`config.mk`:
```
export PLATFORM = sky130hd
export DESIGN_NAME = lmi_iram_rsp_flat
export DESIGN_NICKNAME = d
export VERILOG_FILES = /design/src/rtl/lmi_iram_rsp_if.sv /design/src/rtl/lmi_iram_rsp.sv /design/src/flat_wrapper.sv
export SDC_FILE = /design/constraint.sdc
export NUM_CORES = 1
export LEC_CHECK = 0
export CELL_PAD_IN_SITES_DETAIL_PLACEMENT = 0
export CELL_PAD_IN_SITES_GLOBAL_PLACEMENT = 2
export CORE_MARGIN = 2
export CORE_UTILIZATION = 23
export DETAILED_ROUTE_END_ITERATION = 6
export PLACE_DENSITY = 0.78
export SLEW_MARGIN = 20
export SYNTH_ARGS = -nofsm -noshare
export SYNTH_HDL_FRONTEND = slang
export SYNTH_SLANG_ARGS = --single-unit
export TNS_END_PERCENT = 20
```
`constraint.sdc`:
```
create_clock -name i_clk -period 2.75 [get_ports i_clk]
set_clock_uncertainty 0.15 [all_clocks]
set_input_delay 0.55 -clock i_clk [delete_from_list [all_inputs] [get_ports i_clk]]
set_output_delay 0.55 -clock i_clk [all_outputs]
set_load 0.005 [all_outputs]
```
`src/rtl/lmi_iram_rsp_if.sv`:
```
// Request/response and RAM-side bus of the instruction-RAM responder.
// The slave modport is the responder; the master modport is the requester together with the RAM model.
interface lmi_iram_rsp_if #(
  parameter int BASE_LO = 11,
  parameter int TOP_HI  = 15
);
  logic                 req;
  logic                 rd;
  logic                 wr;
  logic [31:0]          addr;
  logic [3:0]           be;
  logic [31:0]          wdata;
  logic [31:BASE_LO]    base;
  logic [TOP_HI:4]      top;
  logic [31:0]          rdata;
  logic                 ack;
  logic                 miss;
  logic                 busy;
  logic                 ram_cs;
  logic [3:0]           ram_we;
  logic [TOP_HI-2:0]    ram_addr;
  logic [31:0]          ram_wdata;
  logic [31:0]          ram_rdata;

  modport slave (
    input  req, rd, wr, addr, be, wdata, base, top, ram_rdata,
    output rdata, ack, miss, busy, ram_cs, ram_we, ram_addr, ram_wdata
  );

  modport master (
    output req, rd, wr, addr, be, wdata, base, top, ram_rdata,
    input  rdata, ack, miss, busy, ram_cs, ram_we, ram_addr, ram_wdata
  );
endinterface

```
`src/rtl/lmi_iram_rsp.sv`:
```
// Single-port instruction RAM responder: address-window decode, one RAM access per request,
// programmable wait states, and one-cycle ACK/MISS strobes.
module lmi_iram_rsp #(
  parameter int BASE_LO     = 11,
  parameter int TOP_HI      = 15,
  parameter int WAIT_STATES = 1
) (
  input  logic                 i_clk,
  input  logic                 i_rst_n,
  lmi_iram_rsp_if.slave        bus
);

  typedef enum logic [1:0] {S_IDLE, S_ACCESS, S_WAIT, S_RESP} state_t;

  state_t              r_state, w_state_nxt;
  logic [2:0]          r_cnt, w_cnt_nxt;
  logic                r_is_wr;
  logic                r_ack, r_miss, r_ram_cs;
  logic [3:0]          r_ram_we;
  logic [31:0]         r_rdata, r_ram_wdata;
  logic [TOP_HI-2:0]   r_ram_addr;

  logic                w_hit, w_one_dir, w_both, w_accept, w_reject;
  logic                w_ack_nxt, w_miss_nxt, w_cs_nxt, w_rdata_ld;
  logic [3:0]          w_we_nxt;

  // Window: same upper segment, at/above BASE inside the segment, at/below TOP (16-byte granule).
  assign w_hit = (bus.addr[31:TOP_HI+1] == bus.base[31:TOP_HI+1]) &&
                 (bus.addr[TOP_HI:BASE_LO] >= bus.base[TOP_HI:BASE_LO]) &&
                 (bus.addr[TOP_HI:4] <= bus.top);

  assign w_one_dir = bus.rd ^ bus.wr;
  assign w_both    = bus.rd & bus.wr;
  assign w_accept  = (r_state == S_IDLE) && bus.req && w_one_dir && w_hit;
  assign w_reject  = (r_state == S_IDLE) && bus.req && (w_both || (w_one_dir && !w_hit));

  // State register
  always_ff @(posedge i_clk or negedge i_rst_n) begin
    if (!i_rst_n) begin
      r_state <= S_IDLE;
      r_cnt   <= '0;
    end else begin
      r_state <= w_state_nxt;
      r_cnt   <= w_cnt_nxt;
    end
  end

  // Next-state logic
  always_comb begin
    w_state_nxt = r_state;
    w_cnt_nxt   = r_cnt;
    case (r_state)
      S_IDLE:   if (w_accept) w_state_nxt = S_ACCESS;
      S_ACCESS: begin
        if (WAIT_STATES > 0) begin
          w_state_nxt = S_WAIT;
          w_cnt_nxt   = 3'(WAIT_STATES - 1);
        end else begin
          w_state_nxt = S_RESP;
        end
      end
      S_WAIT: begin
        if (r_cnt == 3'd0) w_state_nxt = S_RESP;
        else               w_cnt_nxt   = r_cnt - 3'd1;
      end
      S_RESP:   w_state_nxt = S_IDLE;
      default:  w_state_nxt = S_IDLE;
    endcase
  end

  // Output logic: next values of the registered strobes, keyed off the state being entered
  always_comb begin
    w_cs_nxt   = (w_state_nxt == S_ACCESS);
    w_we_nxt   = (w_cs_nxt && bus.wr) ? bus.be : 4'b0000;
    w_ack_nxt  = (w_state_nxt == S_RESP);
    w_miss_nxt = w_reject;
    w_rdata_ld = (w_state_nxt == S_RESP) && !r_is_wr;
  end

  always_ff @(posedge i_clk or negedge i_rst_n) begin
    if (!i_rst_n) begin
      r_ack       <= 1'b0;
      r_miss      <= 1'b0;
      r_ram_cs    <= 1'b0;
      r_ram_we    <= 4'b0000;
      r_rdata     <= '0;
      r_ram_addr  <= '0;
      r_ram_wdata <= '0;
      r_is_wr     <= 1'b0;
    end else begin
      r_ack    <= w_ack_nxt;
      r_miss   <= w_miss_nxt;
      r_ram_cs <= w_cs_nxt;
      r_ram_we <= w_we_nxt;
      if (w_accept) begin
        r_ram_addr  <= bus.addr[TOP_HI:2];
        r_ram_wdata <= bus.wdata;
        r_is_wr     <= bus.wr;
      end
      if (w_rdata_ld) r_rdata <= bus.ram_rdata;
    end
  end

  assign bus.ack       = r_ack;
  assign bus.miss      = r_miss;
  assign bus.busy      = (r_state != S_IDLE);
  assign bus.ram_cs    = r_ram_cs;
  assign bus.ram_we    = r_ram_we;
  assign bus.ram_addr  = r_ram_addr;
  assign bus.ram_wdata = r_ram_wdata;
  assign bus.rdata     = r_rdata;

endmodule

```
`src/flat_wrapper.sv`:
```
// flat-port wrapper written by rule: the top's interface ports become plain ports
module lmi_iram_rsp_flat 
#(
  parameter int BASE_LO     = 11,
  parameter int TOP_HI      = 15,
  parameter int WAIT_STATES = 1
)
  (i_clk, i_rst_n, bus_req, bus_rd, bus_wr, bus_addr, bus_be, bus_wdata, bus_base, bus_top, bus_ram_rdata, bus_rdata, bus_ack, bus_miss, bus_busy, bus_ram_cs, bus_ram_we, bus_ram_addr, bus_ram_wdata);
  lmi_iram_rsp_if #(.BASE_LO(BASE_LO), .TOP_HI(TOP_HI)) bus_i ();
  input  logic i_clk;
  input  logic i_rst_n;
  input wire logic [$bits(bus_i.req)-1:0] bus_req;
  input wire logic [$bits(bus_i.rd)-1:0] bus_rd;
  input wire logic [$bits(bus_i.wr)-1:0] bus_wr;
  input wire logic [$bits(bus_i.addr)-1:0] bus_addr;
  input wire logic [$bits(bus_i.be)-1:0] bus_be;
  input wire logic [$bits(bus_i.wdata)-1:0] bus_wdata;
  input wire logic [$bits(bus_i.base)-1:0] bus_base;
  input wire logic [$bits(bus_i.top)-1:0] bus_top;
  input wire logic [$bits(bus_i.ram_rdata)-1:0] bus_ram_rdata;
  output wire logic [$bits(bus_i.rdata)-1:0] bus_rdata;
  output wire logic [$bits(bus_i.ack)-1:0] bus_ack;
  output wire logic [$bits(bus_i.miss)-1:0] bus_miss;
  output wire logic [$bits(bus_i.busy)-1:0] bus_busy;
  output wire logic [$bits(bus_i.ram_cs)-1:0] bus_ram_cs;
  output wire logic [$bits(bus_i.ram_we)-1:0] bus_ram_we;
  output wire logic [$bits(bus_i.ram_addr)-1:0] bus_ram_addr;
  output wire logic [$bits(bus_i.ram_wdata)-1:0] bus_ram_wdata;
  assign bus_i.req = bus_req;
  assign bus_i.rd = bus_rd;
  assign bus_i.wr = bus_wr;
  assign bus_i.addr = bus_addr;
  assign bus_i.be = bus_be;
  assign bus_i.wdata = bus_wdata;
  assign bus_i.base = bus_base;
  assign bus_i.top = bus_top;
  assign bus_i.ram_rdata = bus_ram_rdata;
  assign bus_rdata = bus_i.rdata;
  assign bus_ack = bus_i.ack;
  assign bus_miss = bus_i.miss;
  assign bus_busy = bus_i.busy;
  assign bus_ram_cs = bus_i.ram_cs;
  assign bus_ram_we = bus_i.ram_we;
  assign bus_ram_addr = bus_i.ram_addr;
  assign bus_ram_wdata = bus_i.ram_wdata;
  lmi_iram_rsp #(.BASE_LO(BASE_LO), .TOP_HI(TOP_HI), .WAIT_STATES(WAIT_STATES)) u_core (.i_clk(i_clk), .i_rst_n(i_rst_n), .bus(bus_i));
endmodule
```
# After elaboration in Yosys (flattened, before gate mapping)
# Index checks and enable logic that the tools add are counted.
[word_totals]
out_inout_bits = 86
elab_cells = 45
regBits = 91
input_bits = 138
[op_classes]
n_mux = 6
bitwise = 2
order_cmp = 2
add_sub_neg = 1
eq_ne = 7
n_reduce_logical = 17
[op_table]
columns = ["cell", "n"]
rows = [
  ["$eq A16 B16 Y1", 1],
  ["$le A12 B12 Y1", 1],
  ["$logic_and A1 B1 Y1", 9],
  ["$pmux W2 S4", 1],
  ["$eq A2 B2 Y1 const B", 3],
  ["$pmux W3 S2", 1],
  ["$ge A5 B5 Y1", 1],
  ["$eq A2 B1 Y1 const B", 2],
  ["$mux W2", 2],
  ["$mux W4", 1],
  ["$reduce_bool A2 Y1", 2],
  ["$logic_not A3 Y1", 1],
  ["$mux W3", 1],
  ["$sub A3 B1 Y3 const B", 1],
  ["$logic_not A1 Y1", 2],
  ["$logic_not A2 Y1", 1],
  ["$ne A2 B2 Y1 const B", 1],
  ["$reduce_and A2 Y1", 1],
  ["$and A1 B1 Y1", 1],
  ["$logic_or A1 B1 Y1", 1],
  ["$xor A1 B1 Y1", 1],
]

# Logic depth before layout (Yosys ltp)
[depth]
word_depth = 9
ltp_mapped = 10
mapped_depth_nobuf = 8

# Worst setup path before layout
# No wires, ideal clock.
[synth_path]
path_type = "input to register"
startpoint = "in bus_top[11]"
endpoint = "reg u_core.r_ram_addr[0], in the netlist u_core.bus.ram_addr[0]"
path_buffers = 2
path_slack_ns = 0.160
setup_time_ns = 0.127
required_ns = 2.473
path_stages = 9
arrival_ns = 2.312
cell_sequence = "inv_1 > ha_1 > a21oi_1 > o21ai_0 > o31a_1 > nor3b_2 > buf_4 > buf_6 > mux2_1"
[synth_between]
elab_chain_len = 3
[synth_lines]
columns = ["element", "line", "source"]
rows = [
  ["from (decl)", "flat_wrapper.sv:19", "input wire logic [$bits(bus_i.top)-1:0] bus_top;"],
  ["$le A12 B12 Y1", "lmi_iram_rsp.sv:30", "(bus.addr[TOP_HI:4] <= bus.top);"],
  ["$logic_and A1 B1 Y1", "lmi_iram_rsp.sv:29", "(bus.addr[TOP_HI:BASE_LO] >= bus.base[TOP_HI:BASE_LO]) &&"],
  ["$logic_and A1 B1 Y1", "lmi_iram_rsp.sv:34", "assign w_accept = (r_state == S_IDLE) && bus.req && w_one_dir && w_hit;"],
  ["to (signal assigned)", "lmi_iram_rsp.sv:96", "r_ram_addr <= bus.addr[TOP_HI:2];"],
  ["to (decl)", "lmi_iram_rsp.sv:21", "logic [TOP_HI-2:0] r_ram_addr;"],
]
# No other way between the ends.
# A chain may end at the register's enable or synchronous reset.

# Worst setup path in the final report
[layout_path]
startpoint = "in bus_top[1]"
endpoint = "reg u_core.r_ram_addr[3], in the netlist u_core.bus.ram_addr[3]"
# Same word-level chain as after synthesis.

==> results.md <==
* Worst vdd ir at 0.554 mV
* Int Pwr at 0.00350 W
* CTS tree: done
* # fillers at 1721
* Critical path peak fanout at 6
* Number of synthesized flops with an enable pin at 0
* Worst slew pin tran at 0.545 ns
* Sw frac at 34.8%
* Clock root buffer: clkbuf_16
* Largest net degree at the start of global routing at 43
* Fin crit share at 97.5%
* Iteration-0 DRC Markers at 107
* GP Congestion at 0.795
* Total congestion overflow at 0
* Final Hold Fails at 0
* Seq/Total Area, Yosys at 53.4%
* Clk sinks at 91
* FFs w/ async S/R, synth at 100%
* Library cells used by synthesis at 32
* Max-Cap Viols at 0
* Register area at 2280 µm²
* Max-slew headroom at 63.7%
* Gate Count Post-Synth at 383
* CTS Buffer Depth at 2
* Req. time, crit path at 2.83 ns
* Syn-to-layout area delta at 78.3%
* Gate power share at 42.8%
* Synth Net Count at 545
* Die Wd at 140 µm
* CTS Hold Bufs at 0
* Startpoint types: input pin
* Post-synthesis cell area at 4260 µm²
* Post-synth top area share at 53.4%
* Vias in the first global route at 4090
* Share of power burned in registers at 33.1%
* Fin cells at 863
* Max Fclk at 0.373 GHz
* Avg WL per Cell at 16.3 µm
* Clk Latency, worst-skew pair at 0.34 ns
* # H-tree levels at 3
* Crit end category: flip-flop
* First-pass GRT wire length at 22200 µm
* Port Buffers at 221
* Syn_area_per_cell at 11.1 µm²
* DP HPWL at 9730 µm
* Core area at 18100 µm²
* RR Endpoint: u_core.bus.ram_addr[3]
* Failing checks: design-rule violations
* DR pass1 iterations at 6
* Status: finished with violations
* Die area at 19600 µm²
* Seq cells post-synth at 91
* # setup viols final at 0
* Area taken by multi-input logic gates at 2040 µm²
* Vias/cell at 4.40
* Clk network pwr share at 24.1%
* Sw Pwr at 0.00187 W
* Slew Viols, Final at 0
* Pwr Density at 706 nW/µm²
* Initial antenna violation count at 0
* WS Path Type: in2reg
* Layout net count at 791
* Via count at 3796
* Site Rows at 49
* R2r worst-path depth at 8
* Share of cells above drive strength 1 at 18.3%
* Inserted Clock Buffers at 9
* Clock slew at reported path FFs at 0.07 ns
* Area leader, netlist: dfrtp_1
* Synth Warn # at 0
* Leak at 3.48 nW
* Global-route usage over all layers at 14.5%
* Starting density of the core at 23.6%
* Leading post-synthesis cells by cell area: dfrtp_1 (53%), mux2_1 (7.9%), ha_1 (7.0%), nand2_1 (6.6%), o22ai_1 (4.8%)
* Antenna Diode Count at 0
* Ys flop type: dfrtp_1
* Class of the worst hold path: in2async
* Crit path arrival time at 2.76 ns
* R2R Setup Slk at 0.60 ns
* Most common cell after layout, fill and taps aside: clkdlybuf4s50_1
* Commonest non-fill, non-tap cells in the layout: clkdlybuf4s50_1 (186), dfrtp_1 (91), nand2_1 (74)
* Die height at 140 µm
* Worst hold margin at 0.0300 ns
* Period minus WS final at 2.68 ns
* Critical R2R Launch: u_core.r_state[0]
* Post-route DRC at 17
* Boundary Pins at 224
* Wirelength, routed at 14100 µm
* Routed Antenna Nets at 0
* Cells after DPL at 834
[metal layers]
metal / vias to the layer above / global-route usage (%) / wire (µm)
met5: - / 0 / 0
met3: 11 / 6.39 / 1430
met2: 148 / 25.1 / 7000
li1: 1808 / - / -
met4: 0 / 3.03 / 117
met1: 1829 / 16.7 / 5570
[cell type report]
type | count | share of cell area [%]
repair buffers | 253 | 34.2
flip-flops and latches | 91 | 29.9
multi-input cells | 249 | 26.8
well taps | 229 | 3.77
clock buffers | 9 | 2.96
inverters | 25 | 1.23
clock inverters | 7 | 1.09
[cell families (layout without fill, tap and decap cells)]
logic type,count (synthesis),in the layout,share of synthesized area (%)
compound gates,56,56,8.10
xor+xnor,16,16,3.29
fa+ha+maj,24,24,7.04
buf+inv,43,294,4.58
flops,91,91,53.4
mux,49,49,12.9
simple gates,104,104,10.7
[power by group through the flow]
stage | logic (W) | clock network (W) | registers (W)
after CTS | 0.00235 | 0.00135 | 0.00178
after detailed placement | 0.00231 | 0 | 0.00179
final | 0.00230 | 0.00129 | 0.00177
after global routing | 0.00255 | 0.00140 | 0.00181
after global placement | 0.00226 | 0 | 0.00179
after floorplan | 0.00107 | 0 | 0.00181
[cells in the mapped netlist, types with 2 or more instances]
cell       n
o21ai_0    5
o211ai_1   2
buf_2      6
nand4_1    7
o22ai_1   33
nand2b_1   3
nor2b_1    2
buf_6      3
o31a_1     2
a21oi_1   10
mux2_1    30
nand3_1    2
xnor2_1   16
nand2_1   75
nor3_1     5
inv_1     25
mux2_2    17
mux2i_1    2
nor2_1     5
ha_1      24
dfrtp_1   91
clkbuf_1   8
[state kept, by name (all words and copies together) (netlist names)]
register	flops
u_core.bus.ram_wdata	32
u_core.r_is_wr	1
u_core.bus.ack	1
u_core.bus.ram_addr	14
u_core.bus.ram_cs	1
u_core.r_cnt	3
u_core.bus.ram_we	4
u_core.bus.miss	1
u_core.r_state	2
u_core.bus.rdata	32
[worst max-delay path, stage by stage]
cell and delay (ns):
dlygate4sd2_1 0.23, inv_1 0.06, ha_1 0.23, nor2b_1 0.13
o211ai_1 0.19, a21oi_2 0.10, o31a_1 0.31, nor3b_4 0.24
buf_6 0.15, buf_6 0.13, buf_16 0.14, mux2_4 0.30
[repair_timing]
item                                    CTS  global route
pin swaps                                16            17
gates resized for setup                  70            21
cloned                                    4             0
buffers inserted                          7             2
endpoints found under the setup margin   52            46
[metrics by stage]
step | area (µm²) | worst slack, ns | utilization [%] | setup TNS [ns] | power, W
4_1_cts | 7520 | 0.00633 | 41.6 | 0 | 0.00547
2_1_floorplan | 4260 | 0.160 | - | 0 | 0.00288
3_5_place_dp | 6880 | -0.568 | 38.0 | -38.19 | 0.00410
6_report | 7600 | 0.0695 | 42.0 | 0 | 0.00537
3_3_place_gp | 6880 | -0.518 | 38.0 | -35.94 | 0.00405
5_1_grt | 7600 | -0.0107 | 42.0 | -0.0509 | 0.00576
[how the worst max path moves through the flow]
stage / from / end / slack [ns] / cells past startpoint
after detailed placement: bus_top[11] / u_core.bus.ram_wdata[0] / -0.57 / 9
after floorplan: bus_top[11] / u_core.bus.ram_addr[0] / 0.16 / 9
final: bus_top[1] / u_core.bus.ram_addr[3] / 0.07 / 12
after global placement: bus_top[11] / u_core.bus.ram_wdata[4] / -0.52 / 9
after CTS: bus_top[3] / u_core.bus.ram_wdata[20] / 0.006 / 11
after global routing: bus_base[17] / u_core.bus.ram_addr[12] / -0.01 / 10
No activity file was read; power rests on OpenSTA's default activity.
